==> src/rtl/uart_vector_multiplier_pkg.sv <==
// Shared defaults, bit-time constant and state encodings for the UART vector multiplier.
package uart_vector_multiplier_pkg;
    localparam int WIDTH_DEF = 8;
    localparam int N_DEF     = 2;
    localparam int IF_DEF    = 2;
    localparam int UF_DEF    = 1;
    localparam int BIT_CLKS  = IF_DEF / UF_DEF;

    typedef enum logic [1:0] {S_LOAD, S_CALC, S_SEND, S_WAIT} vm_state_e;
    typedef enum logic [1:0] {U_IDLE, U_START, U_DATA, U_STOP} uart_state_e;
endpackage

==> src/rtl/uart_vector_multiplier_if.sv <==
// Serial link bundle: host drives rx, engine drives tx and busy.
interface uart_vector_multiplier_if;
    logic rx;
    logic tx;
    logic busy;

    modport slave  (input rx, output tx, output busy);
    modport master (output rx, input tx, input busy);
endinterface

==> src/rtl/uart_vector_multiplier_rx.sv <==
// UART receiver: 1 start, W data bits LSB first, 1 stop; one-clock valid per good frame.
module uart_rx_core
    import uart_vector_multiplier_pkg::*;
#(
    parameter int W  = WIDTH_DEF,
    parameter int IF = IF_DEF,
    parameter int UF = UF_DEF
) (
    input  logic         clk,
    input  logic         rst,
    input  logic         rx_i,
    output logic         valid_o,
    output logic [W-1:0] data_o
);
    localparam int BC   = IF / UF;
    localparam int HALF = BC / 2;
    localparam int CW   = (BC > 1) ? $clog2(BC) : 1;
    localparam int BW   = (W > 1) ? $clog2(W) : 1;

    uart_state_e   state_q;
    logic [CW-1:0] cnt_q;
    logic [BW-1:0] bit_q;
    logic [W-1:0]  data_q;
    logic          rx_prev_q;
    logic          valid_q;

    // Edge detect, mid-bit sampling and stop-bit check; a low stop bit drops the frame.
    always_ff @(posedge clk) begin
        if (!rst) begin
            state_q   <= U_IDLE;
            cnt_q     <= '0;
            bit_q     <= '0;
            data_q    <= '0;
            rx_prev_q <= 1'b1;
            valid_q   <= 1'b0;
        end else begin
            rx_prev_q <= rx_i;
            valid_q   <= 1'b0;
            case (state_q)
                U_IDLE: if (rx_prev_q && !rx_i) begin
                    cnt_q   <= '0;
                    state_q <= U_START;
                end
                U_START: if (cnt_q == CW'(HALF - 1)) begin
                    cnt_q   <= '0;
                    bit_q   <= '0;
                    state_q <= rx_i ? U_IDLE : U_DATA;
                end else cnt_q <= cnt_q + 1'b1;
                U_DATA: if (cnt_q == CW'(BC - 1)) begin
                    cnt_q  <= '0;
                    data_q <= {rx_i, data_q[W-1:1]};
                    if (bit_q == BW'(W - 1)) state_q <= U_STOP;
                    else bit_q <= bit_q + 1'b1;
                end else cnt_q <= cnt_q + 1'b1;
                U_STOP: if (cnt_q == CW'(BC - 1)) begin
                    cnt_q   <= '0;
                    valid_q <= rx_i;
                    state_q <= U_IDLE;
                end else cnt_q <= cnt_q + 1'b1;
                default: state_q <= U_IDLE;
            endcase
        end
    end

    assign valid_o = valid_q;
    assign data_o  = data_q;
endmodule

==> src/rtl/uart_vector_multiplier_tx.sv <==
// UART transmitter: start, W data bits LSB first, stop; busy covers the whole frame.
module uart_tx_core
    import uart_vector_multiplier_pkg::*;
#(
    parameter int W  = 2 * WIDTH_DEF,
    parameter int IF = IF_DEF,
    parameter int UF = UF_DEF
) (
    input  logic         clk,
    input  logic         rst,
    input  logic         start_i,
    input  logic [W-1:0] data_i,
    output logic         tx_o,
    output logic         busy_o
);
    localparam int BC = IF / UF;
    localparam int CW = (BC > 1) ? $clog2(BC) : 1;
    localparam int BW = (W > 1) ? $clog2(W) : 1;

    uart_state_e   state_q;
    logic [CW-1:0] cnt_q;
    logic [BW-1:0] bit_q;
    logic [W-1:0]  sh_q;
    logic          tx_q;
    logic          busy_q;

    // Frame sequencer; start is only honoured while idle.
    always_ff @(posedge clk) begin
        if (!rst) begin
            state_q <= U_IDLE;
            cnt_q   <= '0;
            bit_q   <= '0;
            sh_q    <= '0;
            tx_q    <= 1'b1;
            busy_q  <= 1'b0;
        end else begin
            case (state_q)
                U_IDLE: if (start_i) begin
                    sh_q    <= data_i;
                    tx_q    <= 1'b0;
                    busy_q  <= 1'b1;
                    cnt_q   <= '0;
                    state_q <= U_START;
                end
                U_START: if (cnt_q == CW'(BC - 1)) begin
                    cnt_q   <= '0;
                    bit_q   <= '0;
                    tx_q    <= sh_q[0];
                    state_q <= U_DATA;
                end else cnt_q <= cnt_q + 1'b1;
                U_DATA: if (cnt_q == CW'(BC - 1)) begin
                    cnt_q <= '0;
                    if (bit_q == BW'(W - 1)) begin
                        tx_q    <= 1'b1;
                        state_q <= U_STOP;
                    end else begin
                        bit_q <= bit_q + 1'b1;
                        sh_q  <= sh_q >> 1;
                        tx_q  <= sh_q[1];
                    end
                end else cnt_q <= cnt_q + 1'b1;
                U_STOP: if (cnt_q == CW'(BC - 1)) begin
                    cnt_q   <= '0;
                    busy_q  <= 1'b0;
                    state_q <= U_IDLE;
                end else cnt_q <= cnt_q + 1'b1;
                default: state_q <= U_IDLE;
            endcase
        end
    end

    assign tx_o   = tx_q;
    assign busy_o = busy_q;
endmodule

==> src/rtl/uart_vector_multiplier.sv <==
// Loads A and B over UART, multiplies element-wise, returns the products over UART.
module uart_vector_multiplier
    import uart_vector_multiplier_pkg::*;
#(
    parameter int N     = N_DEF,
    parameter int WIDTH = WIDTH_DEF,
    parameter int IF    = IF_DEF,
    parameter int UF    = UF_DEF
) (
    input  logic clk,
    input  logic rst,
    uart_vector_multiplier_if.slave bus
);
    localparam int KW = $clog2(2 * N);
    localparam int JW = (N > 1) ? $clog2(N) : 1;
    localparam int PW = 2 * WIDTH;

    vm_state_e                 state_q;
    logic [KW-1:0]             k_q;
    logic [JW-1:0]             j_q;
    logic [JW-1:0]             j_nx;
    logic [N-1:0][WIDTH-1:0]   a_q, b_q;
    logic [N-1:0][PW-1:0]      p_q, prod_d;
    logic [PW-1:0]             tx_data_q;
    logic                      tx_start_q;
    logic                      busy_q;
    logic                      rx_valid;
    logic [WIDTH-1:0]          rx_data;
    logic                      tx_busy;

    uart_rx_core #(.W(WIDTH), .IF(IF), .UF(UF)) u_rx (
        .clk(clk), .rst(rst), .rx_i(bus.rx), .valid_o(rx_valid), .data_o(rx_data)
    );

    uart_tx_core #(.W(PW), .IF(IF), .UF(UF)) u_tx (
        .clk(clk), .rst(rst), .start_i(tx_start_q), .data_i(tx_data_q),
        .tx_o(bus.tx), .busy_o(tx_busy)
    );

    // Full-width element-wise products, captured in CALC.
    always_comb begin
        for (int i = 0; i < N; i++)
            prod_d[i] = PW'(a_q[i]) * PW'(b_q[i]);
    end

    assign j_nx = j_q + 1'b1;

    // Control FSM; after a frame completes the next start is issued straight from WAIT
    // so consecutive result frames are separated by only two mark clocks.
    always_ff @(posedge clk) begin
        if (!rst) begin
            state_q    <= S_LOAD;
            k_q        <= '0;
            j_q        <= '0;
            a_q        <= '0;
            b_q        <= '0;
            p_q        <= '0;
            tx_data_q  <= '0;
            tx_start_q <= 1'b0;
            busy_q     <= 1'b0;
        end else begin
            tx_start_q <= 1'b0;
            case (state_q)
                S_LOAD: if (rx_valid) begin
                    if (k_q < KW'(N)) a_q[JW'(k_q)] <= rx_data;
                    else b_q[JW'(k_q - KW'(N))] <= rx_data;
                    busy_q <= 1'b1;
                    if (k_q == KW'(2 * N - 1)) begin
                        k_q     <= '0;
                        state_q <= S_CALC;
                    end else k_q <= k_q + 1'b1;
                end
                S_CALC: begin
                    p_q        <= prod_d;
                    tx_data_q  <= prod_d[0];
                    tx_start_q <= 1'b1;
                    j_q        <= '0;
                    state_q    <= S_SEND;
                end
                S_SEND: state_q <= S_WAIT;
                S_WAIT: if (!tx_busy) begin
                    if (j_q == JW'(N - 1)) begin
                        busy_q  <= 1'b0;
                        state_q <= S_LOAD;
                    end else begin
                        j_q        <= j_nx;
                        tx_data_q  <= p_q[j_nx];
                        tx_start_q <= 1'b1;
                        state_q    <= S_SEND;
                    end
                end
                default: state_q <= S_LOAD;
            endcase
        end
    end

    assign bus.busy = busy_q;
endmodule

==> src/flat_wrapper.sv <==
// flat-port wrapper written by rule: the top's interface ports become plain ports
module uart_vector_multiplier_flat import uart_vector_multiplier_pkg::*;
#(
    parameter int N     = N_DEF,
    parameter int WIDTH = WIDTH_DEF,
    parameter int IF    = IF_DEF,
    parameter int UF    = UF_DEF
)
  (clk, rst, bus_rx, bus_tx, bus_busy);
  uart_vector_multiplier_if bus_i ();
  input  logic clk;
  input  logic rst;
  input wire logic [$bits(bus_i.rx)-1:0] bus_rx;
  output wire logic [$bits(bus_i.tx)-1:0] bus_tx;
  output wire logic [$bits(bus_i.busy)-1:0] bus_busy;
  assign bus_i.rx = bus_rx;
  assign bus_tx = bus_i.tx;
  assign bus_busy = bus_i.busy;
  uart_vector_multiplier #(.N(N), .WIDTH(WIDTH), .IF(IF), .UF(UF)) u_core (.clk(clk), .rst(rst), .bus(bus_i));
endmodule
==> config.mk <==
export PLATFORM = sky130hd
export DESIGN_NAME = uart_vector_multiplier_flat
export DESIGN_NICKNAME = d
export VERILOG_FILES = /design/src/rtl/uart_vector_multiplier_pkg.sv /design/src/rtl/uart_vector_multiplier_if.sv /design/src/rtl/uart_vector_multiplier_rx.sv /design/src/rtl/uart_vector_multiplier_tx.sv /design/src/rtl/uart_vector_multiplier.sv /design/src/flat_wrapper.sv
export SDC_FILE = /design/constraint.sdc
export NUM_CORES = 1
export LEC_CHECK = 0
export BUFFER_PORTS_ARGS = -buffer_cell sky130_fd_sc_hd__buf_2
export CORE_ASPECT_RATIO = 1.1
export CORE_MARGIN = 2
export CORE_UTILIZATION = 40
export DETAILED_ROUTE_END_ITERATION = 10
export SLEW_MARGIN = 20
export SYNTH_ARGS = -nofsm -noshare
export SYNTH_HDL_FRONTEND = slang
export SYNTH_SLANG_ARGS = --single-unit
==> constraint.sdc <==
create_clock -name clk -period 6.9 [get_ports clk]
set_input_delay 0.345 -clock clk [delete_from_list [all_inputs] [get_ports clk]]
set_output_delay 0.345 -clock clk [all_outputs]
set_load 0.01 [all_outputs]
## Word level (Yosys, flattened, before mapping)

Cells that the tools add are included.

| operators by class | value |
|---|---|
| $add $sub $neg | 7 |
| multiply operators | 2 |
| magnitude comparators | 6 |
| eq/ne operators | 29 |
| mux-type cells | 66 |
| bitwise gates (word level) | 1 |
| reductions and logical operators | 32 |

Operators with widths:

| cell | count |
|---|---|
| two-way mux 16 bit | 7 |
| case mux 16 bit (2 select lines) | 2 |
| bitwise mux 16 bit | 2 |
| multiplier 8 x 8 -> 16 bit | 2 |
| two-way mux 2 bit | 16 |
| != test 2 bit, second input constant | 14 |
| case mux 2 bit (4 select lines) | 3 |
| AND reduction 4 bit | 5 |
| AND reduction 3 bit | 6 |
| two-way mux 1 bit | 17 |
| demux 8 bit (select 1 bit) | 2 |
| two-way mux 8 bit | 2 |
| equality test 2 bit, second input constant | 7 |
| two-way mux 4 bit | 3 |
| nonzero test 2 bit | 6 |
| case mux 1 bit (2 select lines) | 5 |
| AND reduction 5 bit | 2 |
| two-way mux 3 bit | 3 |
| case mux 4 bit (2 select lines) | 1 |
| equality test 2 x 1 -> 1 bit, second input constant | 3 |
| zero test 2 bit | 3 |
| less-than comparator 1 x 2 -> 1 bit, second input constant | 3 |
| != test 2 x 1 -> 1 bit, second input constant | 3 |
| case mux 1 bit (3 select lines) | 2 |
| 17 further kinds | 24 |

| word-level totals | value |
|---|---|
| register bits after elaboration | 128 |
| input bits | 3 |
| output and inout bits | 2 |
| word-level logic and storage cells | 167 |

## Depth between registers and ports, before layout

Gate-level depths: netlist of run 1.

| logic depth | value |
|---|---|
| depth after elaboration | 6 |
| gate-level depth with buffers | 17 |
| gate-level depth less buffers | 16 |

## By module

Synthesis of run 1 repeated with hierarchy kept, for this count alone.

| unflattened totals | value |
|---|---|
| cell total of the unflattened synthesis | 1025 |
| area, all modules | 9162.5 µm² |

Modules (own cells, without submodules):

| module | instances | cells each | area an instance (µm²) | sequential area each (µm²) |
|---|---|---|---|---|
| uart_vector_multiplier | 1 | 793 | 7015.5 | 1461.4 |
| uart_tx_core | 1 | 155 | 1422.6 | 500.5 |
| uart_rx_core | 1 | 77 | 724.4 | 320.3 |

## Least setup slack after synthesis of run 1

Ideal clock, no wire load.

| timing path | value |
|---|---|
| path kind | register to register |
| start point | register u_core.a_q[0] (netlist bit) |
| end point | register u_core.tx_data_q[15] |
| arrival | 4122 ps |
| setup slack | 2682 ps |
| stages on the path, launching flop included | 17 |
| path buffers | 1 |
| path through | dfxtp_1 clkbuf_1 nand2_1 fa_1 fa_1 inv_1 fa_1 inv_1 fa_1 inv_1 ha_1 o211ai_1 a21o_1 a32oi_1 a21oi_1 xnor2_1 a221oi_1 |

| on the way | value |
|---|---|
| longest elaborated chain between the ends | 2 |

RTL lines:

| what | RTL line | RTL |
|---|---|---|
| start, declared | uart_vector_multiplier.sv:22 | `logic [N-1:0][WIDTH-1:0] a_q, b_q;` |
| start signal, assigned by index | uart_vector_multiplier.sv:65 | `if (k_q < KW'(N)) a_q[JW'(k_q)] <= rx_data;` |
| multiplier 8 x 8 -> 16 bit | uart_vector_multiplier.sv:43 | `prod_d[i] = PW'(a_q[i]) * PW'(b_q[i]);` |
| case mux 16 bit (2 select lines) | uart_vector_multiplier.sv:63 | `case (state_q)` |
| end signal, assigned | uart_vector_multiplier.sv:75 | `tx_data_q <= prod_d[0];` |
| end signal, assigned | uart_vector_multiplier.sv:87 | `tx_data_q <= p_q[j_nx];` |
| end, declared | uart_vector_multiplier.sv:24 | `logic [PW-1:0] tx_data_q;` |

No other way between the ends.
A chain may end at the register's enable or synchronous reset.

## Worst setup path in the final report of run 1

Same ends and word-level chain as after synthesis.

==> summary.md, run 1 <==
| Metric | Value |
|---|---|
| CP Launch Point | u_core.a_q[0] |
| Routed len/inst | 14.7 um |
| Synth Register Bits | 114 |
| Cell taking the most area after synthesis | dfxtp_1 |
| H-tree lvl count | 4 |
| Initial DRT Pass Iterations | 5 |
| Worst relative slew slack | 0.327 |
| Post-synth EDFFs | 0 |
| CP arrival | 4.76 ns |
| Die Height | 160 um |
| Worst VDD drop | 103 uV |
| Detailed placement HPWL | 14,300 um |
| P&R area growth vs syn | 10.1% |
| Unrepaired setup endpoints after global routing | no |
| Core area | 0.0219 mm^2 |
| Pre-CTS setup slack | 2.47 ns |
| # DRC | 0 |
| Crit start category | flip-flop |
| Worst Slack Setup Final | 2.46 ns |
| Pins over their slew limit | 0 |
| Critical path required time | 7.22 ns |
| Initial Utilization | 0.405 |
| Mapped Cells | 1,026 |
| CTS Root Cell | clkbuf_16 |
| Ant diodes | 0 |
| Die width | 146 um |
| Synth top area share | 0.258 |
| Via density | 5.10 |
| CP Max Fanout | 9 |
| Remaining antenna violation count after routing | 0 |
| # hold bufs at CTS | 0 |
| CTS tree | done |
| WL final | 19,400 um |
| Worst Skew | 0.00882 ns |
| Measured slew at the worst slew-check pin | 1.01 ns |
| FF-to-FF Start | u_core.a_q[0] |
| Synth Flop Type | dfxtp_1 |
| CTS Sinks | 114 |
| Hold Vio Cnt, Final | 0 |
| Worst setup path endpoint | u_core.tx_data_q[15] |
| DRT iter0 DRCs | 417 |
| Tightest Hold Check Type | in -> reg |
| Overall routing resource usage | 0.178 |
| Number of core rows | 57 |
| Post-synth ARST share | 0 |
| Pleak | 4.37 nW |
| Share of layout cells above drive strength 1 | 0.0566 |
| Max-Cap Viols | 0 |
| Number of port buffers | 4 |
| Largest net degree at the start of global routing | 94 |
| Via Count | 6,731 |
| Min Tclk post-route | 4.44 ns |
| First-pass GRT wire length | 33,900 um |
| Final period utilization | 0.644 |
| Syn Std Cell Area | 0.00886 mm^2 |
| Cts repair resizes | 0 |
| Clock transition at path regs | 0.06 ns |
| Top cells by area, synth | dfxtp_1 26%, fa_1 16%, ha_1 11% |
| Final setup fails | 0 |
| Clock Latency Late Sink | 0.42 ns |
| CTS Buf Count | 17 |
| Synthesized Nets | 1,182 |
| Commonest cells in the netlist | 114 x dfxtp_1, 111 x inv_1, 101 x nand2_1, 99 x and2_1, 90 x nor2_1 |
| Count leader, synth | dfxtp_1 |
| Cell Pwr Density | 184 mW/mm^2 |
| GRT overflow | 0 |
| Register area share after synthesis | 0.258 |
| Ports | 5 |
| CP endpoint kind | flip-flop |
| CTS max path bufs | 2 |
| Total die area | 0.0234 mm^2 |
| Status | complete, no violations |
| Synth Warn # | 0 |
| Setup_tns | 0 ns |
| R2R depth | 15 |
| Gpl congestion | 0.838 |
| Worst reg2reg setup slack | 2.46 ns |
| Yosys cell types | 58 |
| # Post-CTS Setup Buffers | 0 |
| Number of global-route vias before repair | 6,880 |
| Syn Area/Cell | 8.63 um^2 |
| Final #Nets | 1,167 |
| Fmax | 225 MHz |
| Worst R2R End | u_core.tx_data_q[15] |
| Initial antenna violation count | 0 |
| Critical path type | reg -> reg |
==> power by group <==
| group | leakage (nW) | total [mW] | switching, mW | internal, mW |
|---|---|---|---|---|
| combinational | 3.16 | 0.118 | 0.0705 | 0.0473 |
| sequential | 0.919 | 0.718 | 0.0253 | 0.693 |
| clock | 0.300 | 0.956 | 0.338 | 0.618 |
| total | 4.37 | 1.79 | 0.434 | 1.36 |
==> state kept, by name, summed over array words and instances, names as in the netlist, 3 cells and up, named ones only <==
name,flops
u_core.u_tx.sh_q,16
u_core.b_q,16
u_core.u_rx.bit_q,3
u_core.a_q,16
u_core.u_tx.bit_q,4
u_core.p_q,18
u_core.u_rx.data_o,8
u_core.tx_data_q,16
==> cells in the final DEF (no fill, tap or decap), types with 4 or more instances in the layout <==
cell / instances
a211oi_1: 23
nor2_1: 90
ha_1: 81
nand2_1: 101
a21oi_1: 66
fa_1: 72
xor2_1: 7
nor3b_1: 6
nor3_1: 9
bufinv_16: 4
dfxtp_1: 114
xnor2_1: 9
clkbuf_16: 17
buf_4: 6
and2_1: 99
clkinvlp_4: 4
mux2i_1: 50
nand3_1: 27
buf_2: 4
or3_1: 4
a221oi_1: 5
nor2b_1: 7
a21o_1: 6
o21ai_0: 32
nand2b_1: 8
a31oi_1: 4
inv_1: 111
o211ai_1: 6
==> logic make-up after synthesis <==
logic type,synth area share
AO/OA/AOI/OAI,0.117
adder cells (fa/ha/maj),0.277
XOR/XNOR,0.0158
multiplexers,0.0590
AND/OR/NAND/NOR,0.206
buffers and inverters,0.0678
flip-flops,0.258
==> stage by stage <==
stage               instance area [um^2]  hold WS [ns]   util  power (mW)  instances
finish                              9750         0.155  0.446        1.79       1319
global route                        9750         0.173  0.446        1.86       1319
CTS                                 9750         0.145  0.446        1.81       1319
detailed placement                  9110         0.443  0.416       0.851       1287
global placement                    9110         0.440  0.416       0.848       1287
floorplan                           8860         0.427      -       0.826       1026
==> worst min-delay path by stage <==
stage	slack (ns)	cells after the start	start	end
final	0.15	3	bus_rx	u_core.u_rx.rx_prev_q
after CTS	0.14	3	bus_rx	u_core.u_rx.rx_prev_q
after detailed placement	0.44	2	u_core.p_q[18]	u_core.p_q[18]
after floorplan	0.43	2	u_core.p_q[24]	u_core.p_q[24]
after global placement	0.44	2	u_core.p_q[18]	u_core.p_q[18]
after global routing	0.17	3	bus_rx	u_core.u_rx.rx_prev_q
==> critical path, cell delays in order (launching register included) <==
cell	delay, ns
dfxtp_1	0.47
nand2_1	0.12
fa_1	0.52
fa_1	0.54
inv_1	0.05
fa_1	0.53
inv_1	0.05
fa_1	0.53
inv_1	0.04
ha_1	0.37
o211ai_1	0.11
a21o_1	0.18
a32oi_1	0.29
a21oi_1	0.13
xnor2_1	0.14
a221oi_1	0.26
==> final cells by class <==
type                    count  area (um^2)
fillers                  2201        12100
multi-input cells         756         5980
flip-flops and latches    114         2280
clock buffers              18          439
inverters                 112          420
well taps                 295          369
clock inverters            14          203
repair buffers             10         65.1
==> routing by layer <==
layer | GRT usage | part of all wire | up-vias
met5 | 0 | 0 | -
met4 | 0.0588 | 0.019 | 0
met3 | 0.0283 | 0.023 | 22
met2 | 0.302 | 0.48 | 85
met1 | 0.233 | 0.47 | 3257
li1 | - | - | 3367
Note: power is estimated with default switching activity, not from simulation.
==> run 2: changes to the inputs <==
==> constraint.sdc (replaced) <==
create_clock -name clk -period 3.7 [get_ports clk]
set_input_delay 0.185 -clock clk [delete_from_list [all_inputs] [get_ports clk]]
set_output_delay 0.185 -clock clk [all_outputs]
set_load 0.01 [all_outputs]
==> run 2 against run 1 <==
Net effect:
- the run now ends with negative setup slack left
- sequential cell count unchanged
- global-route usage up 0.76 points
- clock-buffer cell count down 1
- sequential power up 85%
- clock skew up 0.0039 ns
- largest power group unchanged
- utilization up 6.6 points
==> summary.md, run 2 (same netlist as run 1, synthesis figures left out) <==
| Metric | Value |
|---|---|
| Status | finished with violations |
| Failing checks | negative setup slack |
| Initial antenna violation count | 0 |
| Cell Pwr Density | 283 mW/mm^2 |
| Clock Latency Late Sink | 0.42 ns |
| Most frequent cells in the layout | 97 x inv_1, 92 x nand2_1, 90 x dfxtp_1, 90 x buf_4, 88 x nor2_1 |
| Overall routing resource usage | 0.186 |
| P&R area growth vs syn | 26.4% |
| Fmax | 249 MHz |
| # DRC | 0 |
| Filler cell count | 2,032 |
| Largest net degree at the start of global routing | 47 |
| Sequential power share | 0.419 |
| Worst Skew | 0.0127 ns |
| Top cell family by delay on the critical path | adder cells |
| Final period utilization | 1.08 |
| Initial DRT Pass Iterations | 4 |
| Sw Share | 0.254 |
| Worst Slack Setup Final | -0.314 ns |
| Non-filler instance count after layout | 1,418 |
| Unrepaired setup endpoints after global routing | yes |
| Worst VDD drop | 296 uV |
| Max reg flops | 18 |
| Critical path type | reg -> reg |
| Final Core Density | 0.511 |
| Crit start category | flip-flop |
| CP arrival | 4.34 ns |
| Pre-CTS setup slack | -0.369 ns |
| Core area | 0.0219 mm^2 |
| CTS max path bufs | 2 |
| CP Max Fanout | 3 |
| Measured slew at the worst slew-check pin | 0.866 ns |
| Total die area | 0.0234 mm^2 |
| Tightest Hold Check Type | in -> reg |
| Final setup fails | 16 |
| Cell repeated most along the worst path | fa_1 |
| Most common cell after layout, fill and taps aside | inv_1 |
| Number of core rows | 57 |
| Largest register by flop count | u_core.p_q |
| Ports | 5 |
| Number of port buffers | 4 |
| Hold Vio Cnt, Final | 0 |
| Pleak | 4.96 nW |
| Remaining antenna violation count after routing | 0 |
| Die Height | 160 um |
| Pins over their slew limit | 0 |
| Routed len/inst | 14.7 um |
| CP cell instances | buf_4 -> and2_4 -> fa_1 -> fa_1 -> fa_1 -> inv_1 -> fa_1 -> inv_2 -> ha_4 -> o211ai_1 -> a21o_1 -> a32oi_2 -> a21oi_2 -> xnor2_1 -> a221oi_1 |
| DRT iter0 DRCs | 360 |
| Critical path required time | 4.02 ns |
| Dpl cells | 1,369 |
| Internal power | 2.36 mW |
| CTS Buf Count | 17 |
| Number of global-route vias before repair | 7,299 |
| Via density | 5.04 |
| Die width | 146 um |
| CTS Sinks | 114 |
| CP endpoint kind | flip-flop |
| Share of layout cells above drive strength 1 | 0.259 |
| Worst path max stage delay | 0.49 ns |
| Net Switching | 0.804 mW |
| Clock transition at path regs | 0.06 ns |
| Detailed placement HPWL | 15,500 um |
| H-tree lvl count | 4 |
| Buffers & Inverters on Critical Path | 3 |
| FF-to-FF Start | u_core.b_q[5] |
| CP Launch Point | u_core.b_q[5] |
| WL final | 20,800 um |
| Ant diodes | 0 |
| Max-Cap Viols | 0 |
| Min Tclk post-route | 4.01 ns |
| CTS tree | done |
| Worst relative slew slack | 0.422 |
| CTS Root Cell | clkbuf_16 |
| First-pass GRT wire length | 35,100 um |
| Gpl congestion | 0.801 |
| Final #Nets | 1,267 |
| GRT overflow | 0 |
| Via Count | 7,146 |
| Combinational power share | 0.070 |
| Clock network power share | 0.511 |
| CP max stage cell | fa_1 |
| Initial Utilization | 0.405 |
| Hold path start | rst |
==> run 2: cell count changes in the layout (fill, tap and decap cells not counted), sizes merged <==
cell	change
buf	+99
bufinv	-2
clkbuf	-1
clkinv	+2
dlygate4sd3	+1
==> run 2: power groups by stage <==
| stage | Clock (mW) | Sequential (mW) | Combinational [mW] |
|---|---|---|---|
| finish | 1.62 | 1.33 | 0.221 |
| global route | 1.71 | 1.34 | 0.252 |
| CTS | 1.64 | 1.33 | 0.222 |
| detailed placement | 0 | 1.37 | 0.221 |
| global placement | 0 | 1.36 | 0.217 |
| floorplan | 0 | 1.35 | 0.193 |
==> run 2: layout make-up <==
class                   instances  area (um^2)  area share
repair buffers                110          883      0.0789
flip-flops and latches        114         2350       0.210
inverters                     112          420      0.0376
well taps                     295          369      0.0330
clock buffers                  17          425      0.0380
clock inverters                14          156      0.0140
multi-input cells             756         6590       0.589
==> run 2: worst register-to-register path: cells and delay by family (launching register included) <==
kind	cells	cell delay, ns
adders and majority gates	5	2.20
AOI/OAI and AO/OA	5	0.90
DFF	1	0.32
buffers and inverters	3	0.24
and+or+nand+nor	1	0.13
xor gates and xnor gates	1	0.13
==> run 2: per-layer routing <==
metal  GRT usage  wire length [um]  part of all wire
met1       0.231              9420              0.45
met2       0.335             10600              0.51
met3      0.0280               463             0.022
met4      0.0504               303             0.015
met5           0                 0                 0
==> run 2: stage by stage <==
| stage | TNS [ns] | cell area, um^2 | hold WS [ns] | power (mW) |
|---|---|---|---|---|
| floorplan | -0.811 | 9040 | 0.294 | 1.54 |
| global placement | -4.06 | 9910 | 0.420 | 1.58 |
| detailed placement | -4.54 | 9910 | 0.426 | 1.59 |
| CTS | -3.58 | 10800 | 0.227 | 3.20 |
| global route | -5.42 | 11200 | 0.241 | 3.30 |
| finish | -3.22 | 11200 | 0.238 | 3.17 |
==> run 2: path summary, 6_finish.rpt <==
check | cells after the start | slack, ns | end
max reg2reg | 15 | -0.31 | u_core.tx_data_q[15]
min reg2reg | 2 | 0.46 | u_core.u_rx.bit_q[1]
max | 15 | -0.31 | u_core.tx_data_q[15]
min | 2 | 0.24 | u_core.u_rx.rx_prev_q
==> run 2: what timing repair did <==
item                                   CTS  global route
pin swaps                               60            63
endpoints found under the hold margin    1             0
gates resized for setup                 58            80
hold buffers                             1             0
setup endpoints to repair               19            20
cloned                                   0             0
setup buffers                           13             5
==> run 3: changes to the inputs <==
--- a/config.mk
+++ b/config.mk
@@ -6,11 +6,11 @@
 export NUM_CORES = 1
 export LEC_CHECK = 0
 export BUFFER_PORTS_ARGS = -buffer_cell sky130_fd_sc_hd__buf_2
-export CORE_ASPECT_RATIO = 1.1
+export CORE_ASPECT_RATIO = 1.25
 export CORE_MARGIN = 2
 export CORE_UTILIZATION = 40
 export DETAILED_ROUTE_END_ITERATION = 10
-export SLEW_MARGIN = 20
+export SLEW_MARGIN = 15
 export SYNTH_ARGS = -nofsm -noshare
 export SYNTH_HDL_FRONTEND = slang
 export SYNTH_SLANG_ARGS = --single-unit
==> run 3 against run 2 <==
Net effect:
- the run still ends with negative setup slack left
- first-iteration DRC count decreased by 9.7%
- sequential power about the same
- non-clock buffer count decreased by 4
- clock-buffer cell count increased by 6
- hold slack got worse by 0.23 ns
- register-to-register slack about the same
- critical path depth unchanged
- sequential cell count unchanged
- clock skew decreased by 0.0050 ns
- die area about the same
- via count decreased by 1.0%
- cell area decreased by 2.6%
- critical endpoint is now u_core.tx_data_q[14]
- largest cell class unchanged
==> summary.md, run 3 (same netlist as run 1, synthesis figures left out) <==
| Metric | Value |
|---|---|
| CP arrival | 4.31 ns |
| Share of layout cells above drive strength 1 | 0.240 |
| CTS Root Cell | clkbuf_16 |
| Number of port buffers | 4 |
| Unrepaired setup endpoints after global routing | yes |
| # DRC | 0 |
| Final period utilization | 1.08 |
| H-tree lvl count | 4 |
| Measured slew at the worst slew-check pin | 0.831 ns |
| Hold Vio Cnt, Final | 0 |
| Max reg flops | 18 |
| Cell Pwr Density | 284 mW/mm^2 |
| CTS tree | done |
| Most frequent cells in the layout | 99 x inv_1, 96 x buf_4, 94 x nand2_1 |
| Remaining antenna violation count after routing | 0 |
| Gr busiest metal | met2 |
| Number of core rows | 60 |
| Ports | 5 |
| Via Count | 7,072 |
| Die width | 137 um |
| CP endpoint kind | flip-flop |
| Initial DRT Pass Iterations | 5 |
| Most common cell after layout, fill and taps aside | inv_1 |
| Clock network power share | 0.498 |
| Overall routing resource usage | 0.189 |
| Final setup fails | 16 |
| Final #Nets | 1,263 |
| CTS max path bufs | 2 |
| Die Height | 170 um |
| Fmax | 249 MHz |
| Pleak | 4.87 nW |
| DP Area | 0.00991 mm^2 |
| Number of global-route vias before repair | 7,081 |
| Failing checks | negative setup slack |
| Sequential power share | 0.429 |
| Worst VDD drop | 289 uV |
| Sw Share | 0.249 |
| DRT iter0 DRCs | 325 |
| Initial antenna violation count | 0 |
| Clock transition at path regs | 0.06 ns |
| Setup_tns | -3.54 ns |
| Critical path required time | 4.00 ns |
| Largest register by flop count | u_core.p_q |
| Min Tclk post-route | 4.01 ns |
| Finished layout cell area | 0.0109 mm^2 |
| Status | finished with violations |
| Gpl congestion | 0.871 |
| Via density | 5.06 |
| Tightest Hold Check Type | in -> reg |
| Total die area | 0.0234 mm^2 |
| M1 GR Usage | 0.222 |
| WL final | 20,800 um |
| Pins over their slew limit | 0 |
| GRT overflow | 0 |
| First-pass GRT wire length | 34,600 um |
| Worst relative slew slack | 0.446 |
| Worst Slack Setup Final | -0.314 ns |
| CTS Sinks | 114 |
| GR Util met3 | 0.0346 |
| Largest net degree at the start of global routing | 38 |
| Ant diodes | 0 |
| Met2 usage | 0.344 |
| Initial Utilization | 0.410 |
| Detailed placement HPWL | 15,700 um |
| Clock Latency Late Sink | 0.42 ns |
| Hold Slack | 0.00944 ns |
| P&R area growth vs syn | 23.1% |
| Routed len/inst | 14.8 um |
| CP Max Fanout | 6 |
| Critical path type | reg -> reg |
| Worst Skew | 0.00775 ns |
| Core area | 0.0216 mm^2 |
| CTS Buf Count | 17 |
| Combinational power share | 0.072 |
| Crit start category | flip-flop |
| Max-Cap Viols | 0 |
| Final Power | 3.10 mW |
| Internal power | 2.33 mW |
| Final Core Density | 0.505 |
| Net Switching | 0.772 mW |
run 3: cell count changes in the layout (fill, tap and decap cells not counted), moves of 3 or more:
cell	previous run	this run
a21oi_2	12	15
and2_1	80	86
and2_4	19	13
buf_4	90	96
buf_6	14	6
clkbuf_1	0	4
clkinv_2	1	4
dfxtp_2	9	12
dfxtp_4	15	11
ha_1	61	68
ha_4	18	12
inv_6	3	0
nand2_4	3	0
run 3: worst max-delay path: stages (launching register included):
cell       delay, ns
dfxtp_4         0.36
buf_6           0.11
and2_4          0.13
fa_2            0.34
fa_1            0.50
inv_2           0.04
fa_1            0.48
fa_1            0.53
inv_2           0.05
ha_4            0.22
a21o_1          0.18
a21oi_4         0.20
a2111oi_4       0.10
or4_1           0.50
nand3_1         0.08
a21oi_1         0.06
run 3: layer usage:
| metal | part of all wire | vias to the layer above |
|---|---|---|
| li1 | - | 3566 |
| met3 | 0.027 | 20 |
| met1 | 0.43 | 3413 |
| met4 | 0.013 | 0 |
| met2 | 0.53 | 73 |
| met5 | 0 | - |
run 3: cell type report:
class | count | area, um^2
Sequential cell | 114 | 2340
Inverter | 112 | 420
Clock buffer | 23 | 468
Multi-Input combinational cell | 756 | 6440
Tap cell | 279 | 349
Clock inverter | 9 | 82.6
Timing Repair Buffer | 106 | 808
Fill cell | 2064 | 10700
run 3: final timing paths:
check                                     from                    end  slack, ns  cells after the start
worst max-delay path             u_core.b_q[4]   u_core.tx_data_q[14]      -0.31                     15
worst min-delay path                    bus_rx  u_core.u_rx.rx_prev_q      0.009                      3
worst max register to register   u_core.b_q[4]   u_core.tx_data_q[14]      -0.31                     15
worst min register to register  u_core.p_q[19]         u_core.p_q[19]       0.45                      2
run 3: metrics by stage:
stage	setup slack (ns)	instances
after detailed placement	-0.367	1357
after CTS	-0.306	1390
after global placement	-0.319	1357
after floorplan	-0.172	1026
after global routing	-0.482	1399
final	-0.314	1399
run 3: what timing repair did:
item,CTS,global route
hold endpoints to repair,0,0
pin swaps,26,40
buffers inserted,1,10
endpoints found under the setup margin,19,19
hold buffers,0,0
gates resized for setup,42,59
gates cloned,0,0
run 3: power groups by stage:
stage,sequential [mW],combinational [mW],clock [mW]
after floorplan,1.35,0.193,0
after global placement,1.36,0.220,0
after CTS,1.34,0.225,1.58
final,1.33,0.224,1.55
after global routing,1.34,0.253,1.63
after detailed placement,1.37,0.223,0
